## config.mk

```make
export PLATFORM = sky130hd
export DESIGN_NAME = wb_button_led_master
export DESIGN_NICKNAME = d
export VERILOG_FILES = /design/src/rtl/wb_button_led_master.sv
export SDC_FILE = /design/constraint.sdc
export NUM_CORES = 1
export LEC_CHECK = 0
export ABC_AREA = 1
export BUFFER_PORTS_ARGS = -buffer_cell sky130_fd_sc_hd__buf_2
export CAP_MARGIN = 30
export CELL_PAD_IN_SITES_DETAIL_PLACEMENT = 1
export CELL_PAD_IN_SITES_GLOBAL_PLACEMENT = 2
export CORE_UTILIZATION = 31
export DETAILED_ROUTE_END_ITERATION = 10
export GPL_TIMING_DRIVEN = 0
export HOLD_SLACK_MARGIN = 0.06
export PLACE_DENSITY_LB_ADDON = 0.25
export SKIP_LAST_GASP = 1
export SLEW_MARGIN = 20
export SYNTH_ARGS = -nofsm -noshare
export SYNTH_HDL_FRONTEND = slang
export SYNTH_SLANG_ARGS = --single-unit
```

## constraint.sdc

```tcl
create_clock -name clk_i -period 3.8 [get_ports clk_i]
set_input_delay 0.19 -clock clk_i [delete_from_list [all_inputs] [get_ports clk_i]]
set_output_delay 0.19 -clock clk_i [all_outputs]
set_load 0.05 [all_outputs]
```

## src/rtl/wb_button_led_master.sv

```systemverilog
// wb_button_led_master
//   Single Wishbone classic initiator for the buttons/LEDs example. Every
//   POLL_PERIOD cycles it reads the button/switch register. When the value
//   differs from the last one written out (or nothing has been written yet),
//   it writes the green LED register and then the RGB LED register.
//
// Ports
//   clk_i, rst_i          clock, asynchronous active-high reset
//   wb_cyc_o, wb_stb_o    bus cycle / strobe (registered, held until termination)
//   wb_we_o, wb_adr_o     direction and byte address of the current transfer
//   wb_dat_o, wb_sel_o    write data, byte selects (4'hF during a cycle)
//   wb_dat_i              read data: [3:0] buttons, [7:4] switches
//   wb_ack_i, wb_err_i    slave termination
//   busy_o                sequencer not idle
//   bus_err_o             sticky: a transfer ended with err or timed out
//   last_in_o             last {switches,buttons} that was fully written out
module wb_button_led_master #(
  parameter int unsigned POLL_PERIOD = 5_000_000,
  parameter int unsigned TIMEOUT     = 255,
  parameter logic [31:0] BTN_ADDR    = 32'h0000_0000,
  parameter logic [31:0] GREEN_ADDR  = 32'h0000_0010,
  parameter logic [31:0] RGB_ADDR    = 32'h0000_0014
) (
  input  logic        clk_i,
  input  logic        rst_i,
  output logic        wb_cyc_o,
  output logic        wb_stb_o,
  output logic        wb_we_o,
  output logic [31:0] wb_adr_o,
  output logic [31:0] wb_dat_o,
  output logic [3:0]  wb_sel_o,
  input  logic [31:0] wb_dat_i,
  input  logic        wb_ack_i,
  input  logic        wb_err_i,
  output logic        busy_o,
  output logic        bus_err_o,
  output logic [7:0]  last_in_o
);

  localparam int unsigned PW = $clog2(POLL_PERIOD);
  localparam int unsigned WW = (TIMEOUT < 2) ? 1 : $clog2(TIMEOUT);

  // Gap states give the mandatory one idle bus cycle between transfers.
  typedef enum logic [2:0] {
    S_IDLE,
    S_RD_BTN,
    S_GAP_G,
    S_WR_GREEN,
    S_GAP_R,
    S_WR_RGB
  } state_t;

  state_t        state_q, state_d;
  logic [PW-1:0] poll_q, poll_d;
  logic [WW-1:0] wait_q, wait_d;
  logic [7:0]    in_q, in_d;
  logic [7:0]    last_q, last_d;
  logic          valid_q, valid_d;
  logic          berr_q, berr_d;

  logic          cyc_q, cyc_d;
  logic          we_q, we_d;
  logic [31:0]   adr_q, adr_d;
  logic [31:0]   dat_q, dat_d;

  logic          tick;
  logic          ack_ok;
  logic          err_hit;
  logic          timed_out;
  logic          abort;
  logic          in_xfer;

  // Only the low byte of the button register carries information.
  logic          unused_dat;
  assign unused_dat = ^wb_dat_i[31:8];

  function automatic logic [11:0] rgb_of(input logic [7:0] v);
    logic [11:0] r;
    r = '0;
    for (int unsigned i = 0; i < 4; i++) begin
      r[3*i +: 3] = {v[i], v[4+i], v[i] & v[4+i]};
    end
    return r;
  endfunction

  // Free-running poll counter; ticks outside IDLE are simply not acted upon.
  assign tick   = (poll_q == PW'(POLL_PERIOD - 1));
  assign poll_d = tick ? '0 : poll_q + PW'(1);

  assign in_xfer   = (state_q == S_RD_BTN) || (state_q == S_WR_GREEN) ||
                     (state_q == S_WR_RGB);
  // err wins over a simultaneous ack; both are ignored while stb is low.
  assign err_hit   = cyc_q && wb_err_i;
  assign ack_ok    = cyc_q && wb_ack_i && !wb_err_i;
  assign timed_out = cyc_q && !wb_ack_i && !wb_err_i &&
                     (wait_q == WW'(TIMEOUT - 1));
  assign abort     = in_xfer && (err_hit || timed_out);

  always_comb begin
    state_d = state_q;
    in_d    = in_q;
    last_d  = last_q;
    valid_d = valid_q;
    berr_d  = berr_q;

    case (state_q)
      S_IDLE:     if (tick) state_d = S_RD_BTN;
      S_RD_BTN: begin
        if (ack_ok) begin
          in_d = wb_dat_i[7:0];
          if (valid_q && (wb_dat_i[7:0] == last_q)) state_d = S_IDLE;
          else                                      state_d = S_GAP_G;
        end
      end
      S_GAP_G:    state_d = S_WR_GREEN;
      S_WR_GREEN: if (ack_ok) state_d = S_GAP_R;
      S_GAP_R:    state_d = S_WR_RGB;
      S_WR_RGB: begin
        if (ack_ok) begin
          last_d  = in_q;
          valid_d = 1'b1;
          state_d = S_IDLE;
        end
      end
      default:    state_d = S_IDLE;
    endcase

    if (abort) begin
      state_d = S_IDLE;
      berr_d  = 1'b1;
    end

    // Counts stb cycles of the current transfer; zero at every transfer start.
    wait_d = (cyc_q && (state_d == state_q)) ? wait_q + WW'(1) : '0;

    // Bus outputs are registered from the next state so they are glitch-free
    // and already valid in the first cycle of each transfer.
    cyc_d = 1'b0;
    we_d  = 1'b0;
    adr_d = '0;
    dat_d = '0;
    case (state_d)
      S_RD_BTN: begin
        cyc_d = 1'b1;
        adr_d = BTN_ADDR;
      end
      S_WR_GREEN: begin
        cyc_d = 1'b1;
        we_d  = 1'b1;
        adr_d = GREEN_ADDR;
        dat_d = {28'b0, in_d[3:0]};
      end
      S_WR_RGB: begin
        cyc_d = 1'b1;
        we_d  = 1'b1;
        adr_d = RGB_ADDR;
        dat_d = {20'b0, rgb_of(in_d)};
      end
      default: ;
    endcase
  end

  always_ff @(posedge clk_i or posedge rst_i) begin
    if (rst_i) begin
      state_q <= S_IDLE;
      poll_q  <= '0;
      wait_q  <= '0;
      in_q    <= '0;
      last_q  <= '0;
      valid_q <= 1'b0;
      berr_q  <= 1'b0;
      cyc_q   <= 1'b0;
      we_q    <= 1'b0;
      adr_q   <= '0;
      dat_q   <= '0;
    end else begin
      state_q <= state_d;
      poll_q  <= poll_d;
      wait_q  <= wait_d;
      in_q    <= in_d;
      last_q  <= last_d;
      valid_q <= valid_d;
      berr_q  <= berr_d;
      cyc_q   <= cyc_d;
      we_q    <= we_d;
      adr_q   <= adr_d;
      dat_q   <= dat_d;
    end
  end

  assign wb_cyc_o  = cyc_q;
  assign wb_stb_o  = cyc_q;
  assign wb_we_o   = we_q;
  assign wb_adr_o  = adr_q;
  assign wb_dat_o  = dat_q;
  assign wb_sel_o  = cyc_q ? 4'hF : 4'h0;
  assign busy_o    = (state_q != S_IDLE);
  assign bus_err_o = berr_q;
  assign last_in_o = last_q;

endmodule
```

After elaboration in Yosys (flattened, before gate mapping)
Index checks and enable logic that the tools add are counted.
{"block": "classes", "add_sub_neg": 2, "mul": 0, "div": 0, "n_lt_le_gt_ge": 0, "eq_ne": 12, "n_shift": 0, "mux": 16, "bitwise_logic": 4, "reduce_logical": 19}
{"cell": "2-to-1 mux 8 bit", "n": 3}
{"cell": "one-hot mux 12 bit (2 select lines)", "n": 1}
{"cell": "adder 23 x 1 -> 23 bit (second input constant)", "n": 1}
{"cell": "equality test 23 bit (second input constant)", "n": 1}
{"cell": "2-to-1 mux 23 bit", "n": 1}
{"cell": "one-hot mux 3 bit (6 select lines)", "n": 1}
{"cell": "2-to-1 mux 3 bit", "n": 5}
{"cell": "one-hot mux 5 bit (2 select lines)", "n": 1}
{"cell": "equality test 3 x 2 -> 1 bit (second input constant)", "n": 3}
{"cell": "equality test 3 bit (second input constant)", "n": 3}
{"cell": "logical AND 1 bit", "n": 9}
{"cell": "adder 8 x 1 -> 8 bit (second input constant)", "n": 1}
{"cell": "equality test 8 bit", "n": 1}
{"cell": "equality test 8 bit (second input constant)", "n": 1}
{"cell": "equality test 3 x 1 -> 1 bit (second input constant)", "n": 2}
{"cell": "bitwise AND 1 bit", "n": 4}
{"cell": "2-to-1 mux 4 bit", "n": 1}
{"cell": "equality test 3 bit", "n": 1}
{"cell": "logical NOT 3 bit", "n": 1}
{"cell": "logical OR 1 bit", "n": 3}
{"cell": "nonzero test 3 bit", "n": 1}
{"cell": "OR reduction 3 bit", "n": 1}
{"cell": "logical NOT 1 bit", "n": 2}
{"cell": "2-to-1 mux 1 bit", "n": 2}
{"cell": "3 further kinds", "n": 3}
{"block": "totals", "regBits": 118, "latch_bits": 0, "mem_bits_rw": 0, "romBits": 0, "elab_cells": 64, "mem_count": 0}

Longest topological paths before layout
{"block": "depth", "depth_word": 10, "mapped_depth": 13, "ltp_nobuf": 13}

Worst setup path after synthesis
Ideal clock, no wire load.
{"block": "synth_path", "path_kind": "register to register", "from": "register cyc_q (netlist: wb_cyc_o)", "to": "register dat_q[2] (netlist: wb_dat_o[2])", "t_arrival_ps": 1756, "required_ps": 3683, "setup_slack_ps": 1926, "stages_incl_launch_ff": 11, "path_buffers": 1, "synth_period_minus_slack_ps": 1874, "path_cell_list": "dfrtp_1 -> nand2_1 -> inv_1 -> nand3_2 -> inv_1 -> nand2_1 -> buf_2 -> o21ai_0 -> inv_1 -> nand3_1 -> nand2_1"}
{"element": "start, declared", "line": "61", "source": "logic cyc_q, cyc_d;"}
{"element": "start signal, assigned", "line": "184", "source": "cyc_q <= cyc_d;"}
{"element": "logical AND 1 bit (2 in series)", "line": "94", "source": "assign ack_ok = cyc_q && wb_ack_i && !wb_err_i;"}
{"element": "2-to-1 mux 8 bit", "line": "109", "source": "if (ack_ok) begin"}
{"element": "2-to-1 mux 8 bit", "line": "106", "source": "case (state_q)"}
{"element": "via in_d[0]", "line": "56", "source": "logic [7:0] in_q, in_d;"}
{"element": "one-hot mux 12 bit (2 select lines)", "line": "142", "source": "case (state_d)"}
{"element": "via dat_d[2]", "line": "64", "source": "logic [31:0] dat_q, dat_d;"}
{"element": "end signal, assigned", "line": "187", "source": "dat_q <= dat_d;"}
{"element": "end, declared", "line": "64"}
The timed path passes the listed nets, and every way through them passes these cells.
A chain may end at the register's enable or synchronous reset.

Worst setup path after layout
{"block": "layout_path", "from": "register poll_q[0]", "to": "register dat_q[8] (netlist: wb_dat_o[8])"}
{"block": "layout_between", "elab_chain_cells": 6}
{"element": "start, declared", "line": "54", "source": "logic [PW-1:0] poll_q, poll_d;"}
{"element": "start signal, assigned", "line": "178", "source": "poll_q <= poll_d;"}
{"element": "equality test 23 bit (*)", "line": "87", "source": "assign tick = (poll_q == PW'(POLL_PERIOD - 1));"}
{"element": "2-to-1 mux 3 bit (*)", "line": "107", "source": "S_IDLE: if (tick) state_d = S_RD_BTN;"}
{"element": "one-hot mux 3 bit (6 select lines) (*)", "line": "106"}
{"element": "2-to-1 mux 3 bit (*)", "line": "128", "source": "if (abort) begin"}
{"element": "equality test 3 bit / equality test 3 x 2 -> 1 bit (equally long branches)", "line": "142"}
{"element": "one-hot mux 12 bit (2 select lines) (*)", "line": "142"}
{"element": "via dat_d[8]", "line": "64"}
Mark *: on every way through the listed nets, which the timed path passes. The rest lies on a longest branch.

==> results.yml <==
logic_synthesis:
  synth_edf_count: 0
  async_reset_ff_share_pct: 100
  synthFlopType: "dfrtp_1"
  netlist_area_sq_um: 3770
  yosys.area.top_type_share_pct: 44.5
  synth.area.top_cells: "dfrtp_1 (44%), buf_4 (11%), nand2_1 (9.8%)"
  synth_area_per_cell_sq_um: 8.01
  ys_warn_count: 0
  ys_seq_area_share_pct: 44.5
  yosys.area.top_type: "dfrtp_1"
  yosysUniqueCellTypes: 30
  synthCells: 471
  synth-seq-cells: 67
final_layout:
  final_nets: 614
  final_core_util_pct: 40.7
  syn2layout_area_growth_pct: 25.3
  final_common_cell: "nand2_1"
  final_cell_mix: "nand2_1 (98), inv_1 (83), dfrtp_1 (67)"
  antenna_cells: 0
  drive_gt1_share_pct: 24.5
die:
  dieArea_sq_um: 12600
  core_area_sq_um: 11600
  io_pins: 117
  start_util_pct: 32.5
  die_w_microns: 112
  num_rows: 39
  fp.dieH_microns: 112
setup_path:
  worstSetupEndpointType: "flip-flop"
  crit_arrival_ns: 2.25
  path_cells: "ha_1 > nand3_4 > nor3_4 > nand3_4 > nand2_4 > nand3_4 > nor2_4 > nand2_4 > nor2_1"
  r2r-end: "wb_dat_o[8]"
  cp-start-kind: "flip-flop"
  cp.buffers_inverters: 0
  reg2reg_from: "poll_q[0]"
  cp_common_cell: "nand3_4"
  slowest_stage: "dfrtp_1"
  slowest_delay_ns: 0.41
  cp_data_required_time_ns: 4.05
  crit_fanout: 10
  critPathKind: "reg2reg"
  critPathLaunch: "poll_q[0]"
  path_delay_family: "simple AND/OR/NAND/NOR gates"
  ff2ff_path_depth: 9
  ff2ff_setup_slack_ns: 1.81
min_path:
  hp-class: "in2reg"
  hp-start: "wb_dat_i[6]"
  hold_end: "in_q[6]"
  hold_depth: 3
place:
  gp_congestion: 0.817
  hpwl_microns: 6870
  numPortBuffers: 42
detailed_routing:
  drt_iter0_markers: 123
  viasPerCell: 4.15
  via_count: 2997
  ant_nets: 0
  routedWlPerCell_microns: 12.4
  drc: 1
  dr.pass1.iters: 7
  wirelength_microns: 8970
sta:
  period_minus_slack_ns: 1.99
  tns_ns: 0
  fmax_mhz: 502
  setup_violations: 0
  drv_slew: 0
  hold_viol_final: 0
  fin_crit_sh_pct: 52.5
  fin_worst_skew_ns: 0.00445
  rsz0062_at_grt: "false"
power:
  p_leak_nw: 2.73
  max-vdd-ir-drop_uv: 255
  powerDensity_nw_per_um2: 394
global_routing:
  grt-ovfl-total: 0
  grt_pass1_vias: 3143
  grt_usage_pct: 15.8
  grt_max_degree: 55
  grt_pass1_wl_microns: 15400
  antenna_found_initial: 0
run_status:
  violations: "DRC"
  status: "finished with violations"
clocking:
  post_cts_buffers: 0
  cts_hold_buf: 1
  numCtsBuffers: 9
  cts_tree: "built"
  clock_latency_ns: 0.34
  clkTransAtPathRegs_ns: 0.05
  post_cts_resized: 0
  root_buffer: "clkbuf_16"
  cts.htree.levels: 3
  clk_path_buf_depth: 2
  clkSinkCount: 67
job:
  max-cap-violations: 0
==> registers in the layout, summed over array words and instances (netlist names) <==
name	flops
wb_dat_o	12
wb_adr_o	2
poll_q	23
wb_cyc_o	1
state_q	3
last_in_o	8
valid_q	1
in_q	8
bus_err_o	1
wait_q	8
==> stage by stage <==
stage / cell area, sq um / setup slack (ns) / hold slack, ns / std cells / total power [mW]
2_1_floorplan: 3960 / 1.93 / 0.378 / 520 / 0.890
3_3_place_gp: 4340 / 0.951 / 0.437 / 705 / 0.905
3_5_place_dp: 4370 / 1.77 / 0.137 / 706 / 0.910
4_1_cts: 4730 / 1.75 / 0.176 / 723 / 1.89
5_1_grt: 4730 / 1.59 / 0.215 / 723 / 1.93
6_report: 4730 / 1.81 / 0.191 / 723 / 1.86
==> cell families (layout without fill, tap and decap cells) <==
family                     after synthesis  count (layout)  synth area share, %
DFF                                     67              67                 44.5
buffers and inverters                  145             205                 20.2
xor gates and xnor gates                17              17                 3.95
adders and majority gates                3               3                0.995
and+or+nand+nor                        208             208                 26.1
other                                    1              50               0.0994
AOI/OAI and AO/OA                       30              30                 4.11
==> synthesized netlist by cell type (2+ instances only) <==
library cell	count
inv_1	84
nand3_2	2
ha_1	3
nand2_4	3
nor2_4	2
nand2_2	3
xor2_1	14
nand2_1	98
nor2_2	3
nand3_4	3
nand4_1	6
or2_2	6
a21oi_1	8
nand3_1	23
nor3_1	8
buf_4	56
nor2_1	43
o21ai_0	20
xnor2_1	3
nor4_1	7
dfrtp_1	67
==> power breakdown <==
part	switching, mW	internal [mW]	leakage [nW]
clock	0.308	0.656	0.169
combinational	0.138	0.0464	1.69
sequential	0	0.714	0.875
total	0.446	1.42	2.73
==> layout make-up <==
cell class,instances,area [sq um]
flip-flops and latches,67,1680
fillers,1441,6890
clock buffers,11,243
plain buffers,59,440
multi-input cells,308,1520
repair buffers,44,248
well taps,143,179
inverters,86,325
clock inverters,5,100
==> worst reg2reg max path, cell delays in order, from the launching register on <==
cell and delay (ns):
dfrtp_1 0.41, ha_1 0.25, nand3_4 0.14, nor3_4 0.19
nand3_4 0.19, nand2_4 0.12, nand3_4 0.09, nor2_4 0.21
nand2_4 0.14, nor2_1 0.16
==> how the worst max path moves through the flow <==
stage	end	depth (start not counted)
detailed placement	wb_dat_o[8]	9
finish	wb_dat_o[8]	9
floorplan	bus_err_o	1
global route	wb_dat_o[2]	10
global placement	in_q[5]	2
CTS	wb_dat_o[8]	9
==> per-layer routing <==
| metal | up-vias | wire length (microns) | global-route usage [%] |
|---|---|---|---|
| li1 | 1537 | - | - |
| met5 | - | 0 | 0 |
| met3 | 10 | 419 | 4.70 |
| met4 | 0 | 116 | 5.16 |
| met2 | 57 | 4400 | 27.1 |
| met1 | 1393 | 4040 | 18.9 |
Power figures use the tool's default switching activity.
